[src/rtl/task_3_ctrl.sv]
// Packet sequencer for the task 3 echo datapath: loads one packet, issues one enable per word,
// waits for the words to return (or times out), requests the latency word, then holds the answer phase.
module task_3_ctrl #(
   parameter int MAX_BYTES      = 512,
   parameter int WORD_BYTES     = 4,
   parameter int TIMEOUT_CYCLES = 1024,
   parameter int CNT_W          = 12
) (
   input  logic             i_clk,
   input  logic             i_rst,
   input  logic             i_tdata_valid,
   input  logic             i_tdata_last,
   output logic             o_tready,
   output logic             o_proc_en,
   input  logic             i_out_valid,
   output logic             o_lat_req,
   output logic [CNT_W-1:0] o_latency,
   input  logic             i_tmanager_ready,
   input  logic             i_answer_last,
   output logic             o_answer_ready,
   output logic [CNT_W-1:0] o_pkt_bytes,
   output logic             o_busy,
   output logic             o_overflow,
   output logic             o_timeout
);

   localparam int               TO_W    = $clog2(TIMEOUT_CYCLES + 1);
   localparam logic [CNT_W-1:0] ONE     = CNT_W'(1);
   localparam logic [CNT_W-1:0] MAX_C   = CNT_W'(MAX_BYTES);
   localparam logic [CNT_W-1:0] WB_C    = CNT_W'(WORD_BYTES);
   localparam logic [CNT_W-1:0] WB_M1   = CNT_W'(WORD_BYTES - 1);
   localparam logic [TO_W-1:0]  TO_ONE  = TO_W'(1);
   localparam logic [TO_W-1:0]  TO_LAST = TO_W'(TIMEOUT_CYCLES - 1);

   typedef enum logic [2:0] {
      S_IDLE, S_LOAD, S_PROC, S_DRAIN, S_LAT, S_SEND
   } state_t;

   state_t           state_q, state_d;
   logic [CNT_W-1:0] byte_cnt_q, byte_cnt_d;
   logic [CNT_W-1:0] nwords_q, nwords_d;
   logic [CNT_W-1:0] word_cnt_q, word_cnt_d;
   logic [CNT_W-1:0] out_cnt_q, out_cnt_d;
   logic [CNT_W-1:0] lat_cnt_q, lat_cnt_d;
   logic [CNT_W-1:0] latency_q, latency_d;
   logic [TO_W-1:0]  drain_cnt_q, drain_cnt_d;
   logic             ovf_q, ovf_d;
   logic             timeout_q, timeout_d;
   logic             tready_q, tready_d;
   logic             proc_en_q, proc_en_d;
   logic             lat_req_q, lat_req_d;
   logic             ans_rdy_q, ans_rdy_d;
   logic             busy_q, busy_d;
   logic [CNT_W-1:0] byte_fin;
   logic             out_fin;

   always_comb begin
      state_d     = state_q;
      byte_cnt_d  = byte_cnt_q;
      nwords_d    = nwords_q;
      word_cnt_d  = word_cnt_q;
      out_cnt_d   = out_cnt_q;
      lat_cnt_d   = lat_cnt_q;
      latency_d   = latency_q;
      drain_cnt_d = drain_cnt_q;
      ovf_d       = ovf_q;
      timeout_d   = 1'b0;
      out_fin     = 1'b0;
      // byte count including the current byte, as used for the word count on the last byte
      byte_fin    = byte_cnt_q + ((byte_cnt_q < MAX_C) ? ONE : '0);

      if (state_q == S_PROC || state_q == S_DRAIN) begin
         lat_cnt_d = lat_cnt_q + ONE;
         if (i_out_valid && out_cnt_q < nwords_q) begin
            out_cnt_d = out_cnt_q + ONE;
            if (out_cnt_q == nwords_q - ONE) begin
               out_fin   = 1'b1;
               latency_d = lat_cnt_q;
            end
         end
      end

      case (state_q)
         S_IDLE: begin
            byte_cnt_d  = '0;
            nwords_d    = '0;
            word_cnt_d  = '0;
            out_cnt_d   = '0;
            lat_cnt_d   = '0;
            latency_d   = '0;
            drain_cnt_d = '0;
            ovf_d       = 1'b0;   // lands on LOAD entry; IDLE itself still shows the old flag
            state_d     = S_LOAD;
         end
         S_LOAD: begin
            if (i_tdata_valid) begin
               if (byte_cnt_q < MAX_C) byte_cnt_d = byte_cnt_q + ONE;
               else                    ovf_d      = 1'b1;
               if (i_tdata_last) begin
                  nwords_d = (byte_fin + WB_M1) / WB_C;
                  state_d  = S_PROC;
               end
            end
         end
         S_PROC: begin
            word_cnt_d = word_cnt_q + ONE;
            if (word_cnt_q == nwords_q - ONE) state_d = S_DRAIN;
         end
         S_DRAIN: begin
            drain_cnt_d = drain_cnt_q + TO_ONE;
            if (out_cnt_q == nwords_q) begin
               state_d = S_LAT;
            end else if (drain_cnt_q == TO_LAST && !out_fin) begin
               // a word completing on the last allowed cycle beats the timeout
               timeout_d = 1'b1;
               latency_d = '1;
               state_d   = S_LAT;
            end
         end
         S_LAT:  state_d = S_SEND;
         S_SEND: if (i_answer_last && i_tmanager_ready) state_d = S_IDLE;
         default: state_d = S_IDLE;
      endcase

      tready_d  = (state_d == S_LOAD);
      proc_en_d = (state_d == S_PROC);
      lat_req_d = (state_d == S_LAT);
      ans_rdy_d = (state_d == S_SEND);
      busy_d    = (state_d != S_IDLE);
   end

   always_ff @(posedge i_clk) begin
      if (i_rst) begin
         state_q     <= S_IDLE;
         byte_cnt_q  <= '0;
         nwords_q    <= '0;
         word_cnt_q  <= '0;
         out_cnt_q   <= '0;
         lat_cnt_q   <= '0;
         latency_q   <= '0;
         drain_cnt_q <= '0;
         ovf_q       <= 1'b0;
         timeout_q   <= 1'b0;
         tready_q    <= 1'b0;
         proc_en_q   <= 1'b0;
         lat_req_q   <= 1'b0;
         ans_rdy_q   <= 1'b0;
         busy_q      <= 1'b0;
      end else begin
         state_q     <= state_d;
         byte_cnt_q  <= byte_cnt_d;
         nwords_q    <= nwords_d;
         word_cnt_q  <= word_cnt_d;
         out_cnt_q   <= out_cnt_d;
         lat_cnt_q   <= lat_cnt_d;
         latency_q   <= latency_d;
         drain_cnt_q <= drain_cnt_d;
         ovf_q       <= ovf_d;
         timeout_q   <= timeout_d;
         tready_q    <= tready_d;
         proc_en_q   <= proc_en_d;
         lat_req_q   <= lat_req_d;
         ans_rdy_q   <= ans_rdy_d;
         busy_q      <= busy_d;
      end
   end

   assign o_tready       = tready_q;
   assign o_proc_en      = proc_en_q;
   assign o_lat_req      = lat_req_q;
   assign o_latency      = latency_q;
   assign o_answer_ready = ans_rdy_q;
   assign o_pkt_bytes    = byte_cnt_q;
   assign o_busy         = busy_q;
   assign o_overflow     = ovf_q;
   assign o_timeout      = timeout_q;

endmodule

[config.mk]
export PLATFORM = sky130hd
export DESIGN_NAME = task_3_ctrl
export DESIGN_NICKNAME = d
export VERILOG_FILES = /design/src/rtl/task_3_ctrl.sv
export SDC_FILE = /design/constraint.sdc
export NUM_CORES = 1
export LEC_CHECK = 0
export CORE_MARGIN = 1.5
export CORE_UTILIZATION = 40
export CTS_CLUSTER_DIAMETER = 30
export DETAILED_ROUTE_END_ITERATION = 8
export SLEW_MARGIN = 10
export SYNTH_ARGS = -nofsm -noshare
export SYNTH_HDL_FRONTEND = slang
export SYNTH_SLANG_ARGS = --single-unit
export TNS_END_PERCENT = 30
[constraint.sdc]
create_clock -name i_clk -period 5.25 [get_ports i_clk]
set_clock_uncertainty 0.05 [all_clocks]
set_input_delay 0.525 -clock i_clk [delete_from_list [all_inputs] [get_ports i_clk]]
set_output_delay 0.525 -clock i_clk [all_outputs]
set_load 0.01 [all_outputs]
==> impl_table.tex <==
\begin{tabular}{lr}
\hline
Metric & Value \\
\hline
\multicolumn{2}{l}{\textbf{Setup path}} \\
Buffers and inverters on the worst path & 1 \\
Arrival time of the worst setup path & approximately 3.7 ns \\
Worst R2R Start & nwords\_q[0] \\
Crit path max fanout & 13 \\
Path depth of the worst reg2reg path & 10 \\
Startpoint kind of the worst setup timing path & flip-flop \\
Critical setup path kind & flip-flop to flip-flop \\
Reg2reg end & o\_latency[7] \\
Endpoint class of the critical path & flip-flop \\
Gate family responsible for the most delay along the worst path & simple AND/OR/NAND/NOR gates \\
R2r setup slk & between 1.5 and 2 ns \\
Highest-delay cell along the critical path & sky130\_fd\_sc\_hd\_\_nor2\_2 \\
Required time reported for the critical path endpoint & roughly 5.4 ns \\
Cell Chain, Critical Path & inv\_1, ha\_1, or3b\_2, o41ai\_2, o2111ai\_1, a2111oi\_2, nand4b\_1, nor2\_2, mux2i\_1, o21ai\_2 \\
Max stage delay on crit path & 0.75 ns \\
\multicolumn{2}{l}{\textbf{Power}} \\
Power density over the cells & $\sim$360 mW/mm\^{}2 \\
Share of total power consumed by net switching & 0.332 \\
Part of the power in the clock network & 0.361 \\
Leakage power summed over all cells & between 2 and 2.5 nW \\
Internal Power & roughly 1.4 mW \\
Peak supply drop & $\sim$0.24 mV \\
Net switching power & about 0.68 mW \\
Relative contribution of combinational cells to total power & 0.261 \\
Flop pwr share & 0.378 \\
\multicolumn{2}{l}{\textbf{Global routing}} \\
Met2 Use GR & 0.304 \\
Gr busiest metal & met2 \\
Global-route wire length before repair & $\sim$20000 microns \\
Global-route congestion overflow total & 0 \\
GR Util met3 & 0.0462 \\
Via count of the first global-routing pass & roughly 4000 \\
Global-route total usage across every layer & 0.196 \\
Global routing usage on met1 & 0.266 \\
Initial antenna violation count & 0 \\
Maximum number of pins on one net before global-route repair & 43 \\
\multicolumn{2}{l}{\textbf{Timing}} \\
Final period demand of the worst path & 3.53 ns \\
Total of endpoints with negative setup slack in the final report & 0 \\
Final number of hold-violating endpoints & 0 \\
Maximum achievable frequency & about 0.28 GHz \\
Max transition margin & 0.399 \\
Number of max-slew violations in the final report & 0 \\
Slew @ Worst Pin & 0.901 ns \\
Period utilization & 0.673 \\
Worst-case hold slack & about 0.44 ns \\
Sum of negative setup slack & 0 ns \\
Setup repair after global routing missed its margin & false \\
\multicolumn{2}{l}{\textbf{Clocking}} \\
Post-cts sizing count & 0 \\
Number of buffers inserted during clock tree synthesis & 9 \\
Later-pin clock latency in the skew report & $\sim$0.35 ns \\
Clock tree from TritonCTS & done \\
Clock tree sinks & 91 \\
Clock Root Buffer & sky130\_fd\_sc\_hd\_\_clkbuf\_16 \\
Clock-pin slew reported for the worst setup and hold paths after clock tree synthesis & 0.06 ns \\
CTS max path bufs & 2 \\
\# H-tree levels & 3 \\
Number of setup buffers added after CTS & 0 \\
Hold-fix buffers at CTS & 0 \\
\multicolumn{2}{l}{\textbf{Run}} \\
Max-cap viol count & 0 \\
\multicolumn{2}{l}{\textbf{Die}} \\
Floorplan row count & 40 \\
Initial Utilization & 0.408 \\
DIE WIDTH & 113 microns \\
Number of top-level pins & 38 \\
Vertical die dimension & about 110 microns \\
Overall die area & $\sim$0.013 sq mm \\
Placeable core area & approximately 0.012 sq mm \\
\multicolumn{2}{l}{\textbf{Yosys}} \\
Most used flip-flop cell after synthesis & sky130\_fd\_sc\_hd\_\_dfxtp\_1 \\
Per-instance average area after synthesis & around 8.1 sq um \\
Asr flop ratio synth & 0 \\
Flops \& latches, synth & 91 \\
Number of enable-type register cells in the synthesized netlist & 0 \\
Synthesized cell area & roughly 0.0049 sq mm \\
Synthesized Nets & 625 \\
Sequential cell area fraction in the yosys report & 0.374 \\
Number of distinct library cells after synthesis & 58 \\
Post-Synthesis Cells & 602 \\
Yosys warning count & 0 \\
\multicolumn{2}{l}{\textbf{Layout}} \\
Combined flip-flop and latch cell area & roughly 0.0018 sq mm \\
Fraction of layout cells with a size suffix above 1 & 0.0686 \\
Multi-input logic area & about 0.0028 sq mm \\
Most common library cell in the layout ignoring fill and taps & sky130\_fd\_sc\_hd\_\_dfxtp\_1 \\
N\_diodes & 0 \\
Commonest cells after routing, fill and taps aside & sky130\_fd\_sc\_hd\_\_dfxtp\_1 (91), sky130\_fd\_sc\_hd\_\_nor2\_1 (82), sky130\_fd\_sc\_hd\_\_nand2\_1 (54) \\
Area growth from synthesis to layout & 16.1\% \\
Layout filler cell count & approximately 1200 \\
Final net count & 645 \\
\multicolumn{2}{l}{\textbf{Min path}} \\
Tightest Hold Check Type & flip-flop to flip-flop \\
Hold Startpoint & o\_overflow \\
Instance count along the most critical hold path & 2 \\
Hold worst-path end & o\_overflow \\
\multicolumn{2}{l}{\textbf{Route}} \\
Detailed router's first-iteration violation count & roughly 210 \\
WL final & roughly 12000 microns \\
Antenna viol nets, final & 0 \\
Post-route DRC & 0 \\
Detailed-route vias per instance & $\sim$5.6 \\
Routed wirelength normalized by instance count & about 16 microns \\
1st-pass router iterations & 5 \\
Via count & 4300 \\
\multicolumn{2}{l}{\textbf{Place}} \\
Routability congestion estimate & between 0.9 and 1 \\
HPWL after detailed placement & 8750 microns \\
IO Port Bufs & 37 \\
\multicolumn{2}{l}{\textbf{Outcome}} \\
Result of the run & finished clean \\
\hline
\end{tabular}
-- worst register-to-register path, cell delays in order (launching register included) --
cell	delay (ns)
sky130_fd_sc_hd__dfxtp_1	0.37
sky130_fd_sc_hd__inv_1	0.08
sky130_fd_sc_hd__ha_1	0.22
sky130_fd_sc_hd__or3b_2	0.55
sky130_fd_sc_hd__o41ai_2	0.29
sky130_fd_sc_hd__o2111ai_1	0.16
sky130_fd_sc_hd__a2111oi_2	0.30
sky130_fd_sc_hd__nand4b_1	0.25
sky130_fd_sc_hd__nor2_2	0.75
sky130_fd_sc_hd__mux2i_1	0.32
sky130_fd_sc_hd__o21ai_2	0.07
-- sequential cells by signal (all words and copies together), names as in the netlist, 3 cells and up --
signal	cells
out_cnt_q	12
o_latency	12
word_cnt_q	12
lat_cnt_q	12
drain_cnt_q	11
state_q	3
o_pkt_bytes	12
nwords_q	10
-- cell usage after synthesis (all sizes together) (3+ instances only) --
| cell type | count | area (sq um) |
|---|---|---|
| nand2b | 5 | 31.3 |
| inv | 20 | 75.1 |
| nor4 | 8 | 50.1 |
| buf | 5 | 42.5 |
| a311oi | 4 | 35.0 |
| nor3 | 12 | 65.1 |
| nand4 | 12 | 75.1 |
| xnor2 | 24 | 210 |
| a22oi | 13 | 97.6 |
| o2111ai | 4 | 35.0 |
| o21ai | 38 | 228 |
| nand2 | 54 | 203 |
| nand3 | 24 | 120 |
| or4 | 5 | 45.0 |
| o211ai | 7 | 52.6 |
| ha | 16 | 200 |
| dfxtp | 91 | 1820 |
| or2 | 4 | 25.0 |
| nor2 | 83 | 314 |
| a21oi | 40 | 200 |
| mux2i | 16 | 160 |
| a31oi | 3 | 18.8 |
| nor3b | 3 | 22.5 |
| nor2b | 5 | 31.3 |
| and2 | 4 | 25.0 |
| xor2 | 21 | 184 |
| and3 | 12 | 75.1 |
| or3 | 15 | 93.8 |
| clkbuf | 27 | 101 |
-- worst max path at each step --
| stage | startpoint | endpoint | cells after the start |
|---|---|---|---|
| 2_1_floorplan | nwords_q[0] | o_latency[10] | 11 |
| 3_3_place_gp | nwords_q[0] | o_latency[4] | 10 |
| 3_5_place_dp | nwords_q[0] | o_latency[7] | 10 |
| 4_1_cts | nwords_q[0] | o_latency[7] | 10 |
| 5_1_grt | nwords_q[0] | o_latency[7] | 10 |
| 6_report | nwords_q[0] | o_latency[7] | 10 |
-- through the flow --
| stage | instances | utilization | setup slack [ns] | total power, mW | instance area, sq um |
|---|---|---|---|---|---|
| after global placement | 758 | 0.445 | 1.85 | 1.31 | 5320 |
| final | 774 | 0.473 | 1.72 | 2.05 | 5660 |
| after floorplan | 602 | - | 2.38 | 1.15 | 4870 |
| after CTS | 774 | 0.473 | 1.71 | 2.07 | 5660 |
| after detailed placement | 758 | 0.445 | 1.70 | 1.32 | 5320 |
| after global routing | 774 | 0.473 | 1.48 | 2.16 | 5660 |
-- metal layers --
layer | vias up | routed length [microns]
li1 | 2179 | -
met2 | 79 | 5480
met5 | - | 0
met1 | 2027 | 5860
met4 | 0 | 249
met3 | 15 | 470
-- power groups by stage --
stage / clock, mW / sequential (mW) / combinational, mW
after floorplan: 0 / 0.771 / 0.380
after global placement: 0 / 0.786 / 0.526
after detailed placement: 0 / 0.787 / 0.532
after CTS: 0.757 / 0.772 / 0.539
after global routing: 0.786 / 0.777 / 0.597
final: 0.738 / 0.774 / 0.534
-- area by class of cell --
class / count / share of cell area
clock buffer: 9 / 0.0398
clock inverter: 7 / 0.0206
inverter: 21 / 0.0139
multi-input combinational: 458 / 0.501
sequential: 91 / 0.322
tap: 147 / 0.0325
timing repair buffer: 41 / 0.0707
-- kinds of logic after synthesis --
group	count (synthesis)	share of synthesized area
xor+xnor	45	0.0809
mux	16	0.0329
fa+ha+maj	16	0.0411
compound gates	128	0.172
flops	91	0.374
simple gates	253	0.254
buf+inv	53	0.0457
No activity file was read; power rests on OpenSTA's default activity.
